===== src/rtl/inst_fetch_unit.sv =====
// ============================================================================
// inst_fetch_unit
// ----------------------------------------------------------------------------
// Instruction-fetch stage feeding the control unit / decode.
//
// Owns the program counter and talks to a variable-latency instruction memory
// with at most one request outstanding. Each returned word is presented to
// decode, together with the PC it was fetched from, through a valid/ready
// handshake. Execute can redirect the PC (taken JAL/JALR/branch) and the
// control unit can halt the stage (ECALL). Any fetch already in flight when a
// redirect arrives is squashed when its response comes back.
//
// Parameters
//   XLEN               datapath / address width
//   RESET_PC           PC value loaded while reset is asserted
//
// Ports
//   i_clk              clock, all state updates on the rising edge
//   i_reset            asynchronous active-high reset
//   o_imem_req         fetch request valid (only while in FETCH)
//   o_imem_addr        fetch address, always the current PC
//   i_imem_ready       memory accepts the request this cycle
//   i_imem_rvalid      memory returns instruction data this cycle
//   i_imem_rdata       returned instruction word
//   o_inst_valid       o_inst / o_inst_pc valid to decode (HOLD)
//   o_inst             instruction word held for decode
//   o_inst_pc          PC of o_inst
//   i_inst_ready       decode consumes the held instruction this cycle
//   i_redirect         execute resolved a taken control transfer
//   i_redirect_target  new PC; the two low bits are cleared on load
//   i_halt             ECALL halt request from the control unit
//   o_is_halted        sticky halted indication, cleared only by reset
// ============================================================================
module inst_fetch_unit #(
    parameter int unsigned          XLEN     = 32,
    parameter logic [XLEN-1:0]      RESET_PC = '0
) (
    input  logic            i_clk,
    input  logic            i_reset,
    output logic            o_imem_req,
    output logic [XLEN-1:0] o_imem_addr,
    input  logic            i_imem_ready,
    input  logic            i_imem_rvalid,
    input  logic [31:0]     i_imem_rdata,
    output logic            o_inst_valid,
    output logic [31:0]     o_inst,
    output logic [XLEN-1:0] o_inst_pc,
    input  logic            i_inst_ready,
    input  logic            i_redirect,
    input  logic [XLEN-1:0] i_redirect_target,
    input  logic            i_halt,
    output logic            o_is_halted
);

    // ------------------------------------------------------------------------
    // Fetch states:
    //   IDLE   - first cycle after reset release
    //   FETCH  - request driven with the current PC, waiting for acceptance
    //   WAIT   - request accepted, waiting for the response
    //   HOLD   - instruction held for decode until consumed
    //   HALTED - terminal until reset
    // ------------------------------------------------------------------------
    typedef enum logic [2:0] {
        S_IDLE   = 3'd0,
        S_FETCH  = 3'd1,
        S_WAIT   = 3'd2,
        S_HOLD   = 3'd3,
        S_HALTED = 3'd4
    } state_t;

    state_t            r_state;
    logic [XLEN-1:0]   r_pc;
    logic [XLEN-1:0]   r_fetch_pc;
    logic              r_kill;
    logic [31:0]       r_inst;
    logic [XLEN-1:0]   r_inst_pc;

    state_t            w_state_next;
    logic [XLEN-1:0]   w_pc_next;
    logic [XLEN-1:0]   w_fetch_pc_next;
    logic              w_kill_next;
    logic [31:0]       w_inst_next;
    logic [XLEN-1:0]   w_inst_pc_next;

    logic [XLEN-1:0]   w_redirect_pc;
    logic [XLEN-1:0]   w_pc_plus4;

    // Redirect targets are forced word-aligned; masking keeps every target
    // bit in use rather than slicing off the low two.
    assign w_redirect_pc = i_redirect_target & ~(XLEN'(3));

    // Sequential PC wraps naturally modulo 2^XLEN.
    assign w_pc_plus4    = r_pc + XLEN'(4);

    // ------------------------------------------------------------------------
    // Outputs are pure decodes of registered state, so no input ever reaches
    // an output combinationally.
    // ------------------------------------------------------------------------
    assign o_imem_req   = (r_state == S_FETCH);
    assign o_imem_addr  = r_pc;
    assign o_inst_valid = (r_state == S_HOLD);
    assign o_inst       = r_inst;
    assign o_inst_pc    = r_inst_pc;
    assign o_is_halted  = (r_state == S_HALTED);

    // ------------------------------------------------------------------------
    // State and datapath registers. Reset is asynchronous so the outputs
    // drop to their reset values in the same cycle reset is raised.
    // ------------------------------------------------------------------------
    always_ff @(posedge i_clk or posedge i_reset) begin
        if (i_reset) begin
            r_state    <= S_IDLE;
            r_pc       <= RESET_PC;
            r_fetch_pc <= '0;
            r_kill     <= 1'b0;
            r_inst     <= '0;
            r_inst_pc  <= '0;
        end else begin
            r_state    <= w_state_next;
            r_pc       <= w_pc_next;
            r_fetch_pc <= w_fetch_pc_next;
            r_kill     <= w_kill_next;
            r_inst     <= w_inst_next;
            r_inst_pc  <= w_inst_pc_next;
        end
    end

    // ------------------------------------------------------------------------
    // Next-state and datapath logic. Halt wins over redirect, which wins over
    // the normal fetch progression. A redirect that lands while a request is
    // outstanding (or being accepted) sets the kill flag so the stale
    // response is thrown away instead of reaching decode.
    // ------------------------------------------------------------------------
    always_comb begin
        w_state_next    = r_state;
        w_pc_next       = r_pc;
        w_fetch_pc_next = r_fetch_pc;
        w_kill_next     = r_kill;
        w_inst_next     = r_inst;
        w_inst_pc_next  = r_inst_pc;

        if (r_state == S_HALTED) begin
            w_state_next = S_HALTED;
            w_kill_next  = 1'b0;
        end else if (i_halt) begin
            w_state_next = S_HALTED;
            w_kill_next  = 1'b0;
        end else begin
            case (r_state)
                S_IDLE: begin
                    w_state_next = S_FETCH;
                    if (i_redirect) begin
                        w_pc_next = w_redirect_pc;
                    end
                end

                S_FETCH: begin
                    if (i_redirect) begin
                        w_pc_next = w_redirect_pc;
                    end
                    // The accepted request carried the old PC, so it must be
                    // squashed if a redirect arrives in the same cycle.
                    if (i_imem_ready) begin
                        w_state_next    = S_WAIT;
                        w_fetch_pc_next = r_pc;
                        w_kill_next     = i_redirect;
                    end
                end

                S_WAIT: begin
                    if (i_redirect) begin
                        w_pc_next = w_redirect_pc;
                        if (i_imem_rvalid) begin
                            w_state_next = S_FETCH;
                            w_kill_next  = 1'b0;
                        end else begin
                            w_kill_next  = 1'b1;
                        end
                    end else if (i_imem_rvalid) begin
                        if (r_kill) begin
                            w_state_next = S_FETCH;
                            w_kill_next  = 1'b0;
                        end else begin
                            w_state_next   = S_HOLD;
                            w_inst_next    = i_imem_rdata;
                            w_inst_pc_next = r_fetch_pc;
                        end
                    end
                end

                S_HOLD: begin
                    // A redirect drops the held instruction even if decode
                    // takes it this cycle; the PC does not step past it.
                    if (i_redirect) begin
                        w_state_next = S_FETCH;
                        w_pc_next    = w_redirect_pc;
                    end else if (i_inst_ready) begin
                        w_state_next = S_FETCH;
                        w_pc_next    = w_pc_plus4;
                    end
                end

                default: begin
                    w_state_next = S_IDLE;
                    w_kill_next  = 1'b0;
                end
            endcase
        end
    end

endmodule


===== config.mk =====
export PLATFORM = sky130hd
export DESIGN_NAME = inst_fetch_unit
export DESIGN_NICKNAME = d
export VERILOG_FILES = /design/src/rtl/inst_fetch_unit.sv
export SDC_FILE = /design/constraint.sdc
export NUM_CORES = 1
export LEC_CHECK = 0
export ABC_AREA = 0
export CAP_MARGIN = 40
export CORE_MARGIN = 3
export CORE_UTILIZATION = 51
export CTS_CLUSTER_DIAMETER = 100
export DETAILED_ROUTE_END_ITERATION = 10
export GPL_TIMING_DRIVEN = 0
export PLACE_DENSITY = 0.85
export SYNTH_ARGS = -nofsm -noshare
export SYNTH_HDL_FRONTEND = slang
export SYNTH_SLANG_ARGS = --single-unit

===== constraint.sdc =====
create_clock -name i_clk -period 9.96 [get_ports i_clk]
set_clock_uncertainty 0.15 [all_clocks]
set_input_delay 1.494 -clock i_clk [delete_from_list [all_inputs] [get_ports i_clk]]
set_output_delay 1.494 -clock i_clk [all_outputs]
set_load 0.02 [all_outputs]

==> impl_metrics.yaml <==
clock_network:
  cts.sinks: 126
  ctsHtreeMaxLevel: 4
  numCtsBuffers: 17
  clkLatencyLatePin_ns: 0.41
  clockBufferDepth: 2
  cts_root_buf: "clkbuf_16"
  cts_setup_buffers: 0
  path_clk_slew_ns: 0.05
  cts-resized-gates: 0
  postCtsHoldBufs: 0
  cts_tree: "built"
die:
  die_area_um2: 12550
  core_region_area_um2: 10940
  dieWidth_um: 112.0
  row_count: 38
  die_y_um: 112.0
  start_util_pct: 52.45
  ioPinCount: 170
layout:
  n_fill_cell: 712
  nNetsFinal: 722
  seq_area_um2: 3153
  design_area_um2: 8197
  antenna_cells_inserted: 0
  multi_input_area_um2: 2301
  postLayoutCoreUtil_pct: 74.95
  drive_gt1_share_pct: 24.02
  area_growth_pct: 42.91
setup_path:
  critical_path_class: "reg -> out"
  slowest_stage: "clkdlybuf4s50_1"
  critPathTopFamily: "buffers and inverters"
  path_cells: "nand2b_1, nor2_1, clkdlybuf4s50_1"
  path_buf_inv: 1
  end_kind: "output pin"
  arrival_ns: 1.91
  worst_ep_required_time_ns: 8.32
  max_stage_delay_ns: 0.63
  startpoint_type: "flop"
  crit_fanout: 8
drt:
  wl_per_cell_um: 19.69
  vias_per_cell: 5.911
  drt_drc_violations_left: 0
  drt.antenna.violating_nets: 0
  drt_iter0_markers: 373
  vias: 4741
  wl_met3_um: 1228
  routed_wirelength_um: 15790
  wl_met1_um: 6237
  highest_layer: "met4"
  firstDrtPassIters: 5
  met2_length_um: 7875
timing:
  period_share_pct: 35.69
  rsz0062_at_grt: "no"
  hold_viol: 0
  setup_viol_count_final: 0
  drv_slew: 0
  holdWs_ns: 0.3442
  tightest_slew_ns: 0.5850
  fin_tns_setup_ns: 0
  slew_headroom_pct: 61.00
  fin_crit_ns: 3.555
  max_freq_mhz: 281.3
hold_path:
  hold_path_class: "reg -> reg"
logic_synthesis:
  syn_area_um2: 5736
  ys_seq_elements: 126
  yosys.area.top_type: "dfrtp_1"
  synthDominantCellAreaShare_pct: 54.97
  ys_warn_count: 0
  postSynthCellCount: 464
  synth-async-reset-ratio_pct: 100.0
  synth.most_common_cell: "dfrtp_1"
  yosysSeqAreaShare_pct: 54.97
  avgSynthCellArea_um2: 12.36
  synthFlopType: "dfrtp_1"
  synth_edf_count: 0
  synthTopCellsByCount: "126 x dfrtp_1, 91 x mux2_2, 30 x a21oi_1"
  synthTopCellsByArea: "dfrtp_1 55%, mux2_2 18%, a21oi_1 2.6%, o22a_1 1.7%, buf_6 1.6%"
  ys_types: 50
pwr:
  vdd_drop_max_mv: 0.09164
  fin_total_pwr_w: 0.001436
  p_per_area_nw_per_um2: 175.2
  p_leak_nw: 3.742
run_status:
  outcome: "finished clean"
grt:
  gr-total-overflow: 0
  grt_max_degree: 67
  antenna_found_initial: 0
  grt_pass1_wl_um: 25750
  grt_pass1_vias: 4787
  track_usage_pct: 25.87
placed_design:
  portBuffers: 163
  dp_hpwl_um: 10910
  post_dp_cell_area_um2: 7586
  gp_congestion: 0.8830
run:
  max_cap_violations: 0
-- per-stage QoR --
step	std cells	setup slack (ns)
global placement	770	3.366
global route	802	6.340
CTS	802	6.424
floorplan	467	4.960
finish	802	6.405
detailed placement	771	6.230
-- final cells by class --
type,instances,area share [%]
clock inverter,6,1.282
inverter,4,0.2442
multi-input combinational,303,28.07
timing repair buffer,164,20.24
clock buffer,25,6.167
tap,140,2.137
buffer,34,3.389
sequential,126,38.47
-- per-layer routing --
layer / global-route usage [%] / vias up
li1: - / 2071
met5: 0 / -
met2: 43.01 / 274
met4: 9.535 / 0
met3: 5.930 / 38
met1: 33.48 / 2358
-- placed cells by master, fill, tap and decap left out, types with 10 or more instances in the layout --
cell type,instances
a21oi_1,30
clkbuf_16,17
clkbuf_8,11
clkdlybuf4s50_1,163
dfrtp_1,126
mux2_2,91
nand2_1,24
nand3_1,17
nand4_1,10
nor2_1,23
o21ai_0,16
o22a_1,11
-- power breakdown --
| part | internal (W) | switching (W) |
|---|---|---|
| logic | 0.000109 | 0.0000957 |
| clock network | 0.000424 | 0.000210 |
| registers | 0.000545 | 0.0000526 |
-- worst paths after layout --
| kind | start | end | slack, ns | cells past startpoint |
|---|---|---|---|---|
| max | r_state[1] | o_imem_req | 6.41 | 3 |
| min | r_fetch_pc[24] | r_fetch_pc[24] | 0.34 | 1 |
| max reg2reg | o_imem_addr[2] | o_imem_addr[18] | 7.65 | 8 |
| min reg2reg | r_fetch_pc[24] | r_fetch_pc[24] | 0.34 | 1 |
| max in group asynchronous | i_reset | o_inst_pc[5] | 7.56 | 3 |
| min in group asynchronous | i_reset | o_inst[10] | 1.40 | 2 |
-- state kept, by name, indices dropped and copies added, names as in the netlist --
register / cells
r_kill: 1
o_inst_pc: 30
o_inst: 32
r_state: 3
o_imem_addr: 30
r_fetch_pc: 30
-- kinds of logic after synthesis --
group	after synthesis	synth area share (%)
fa+ha+maj	1	0.2181
compound gates	94	10.69
flops	126	54.97
other cells	1	0.06538
simple gates	111	10.71
mux	93	18.24
buf+inv	38	5.105
Note: power is estimated with default switching activity, not from simulation.
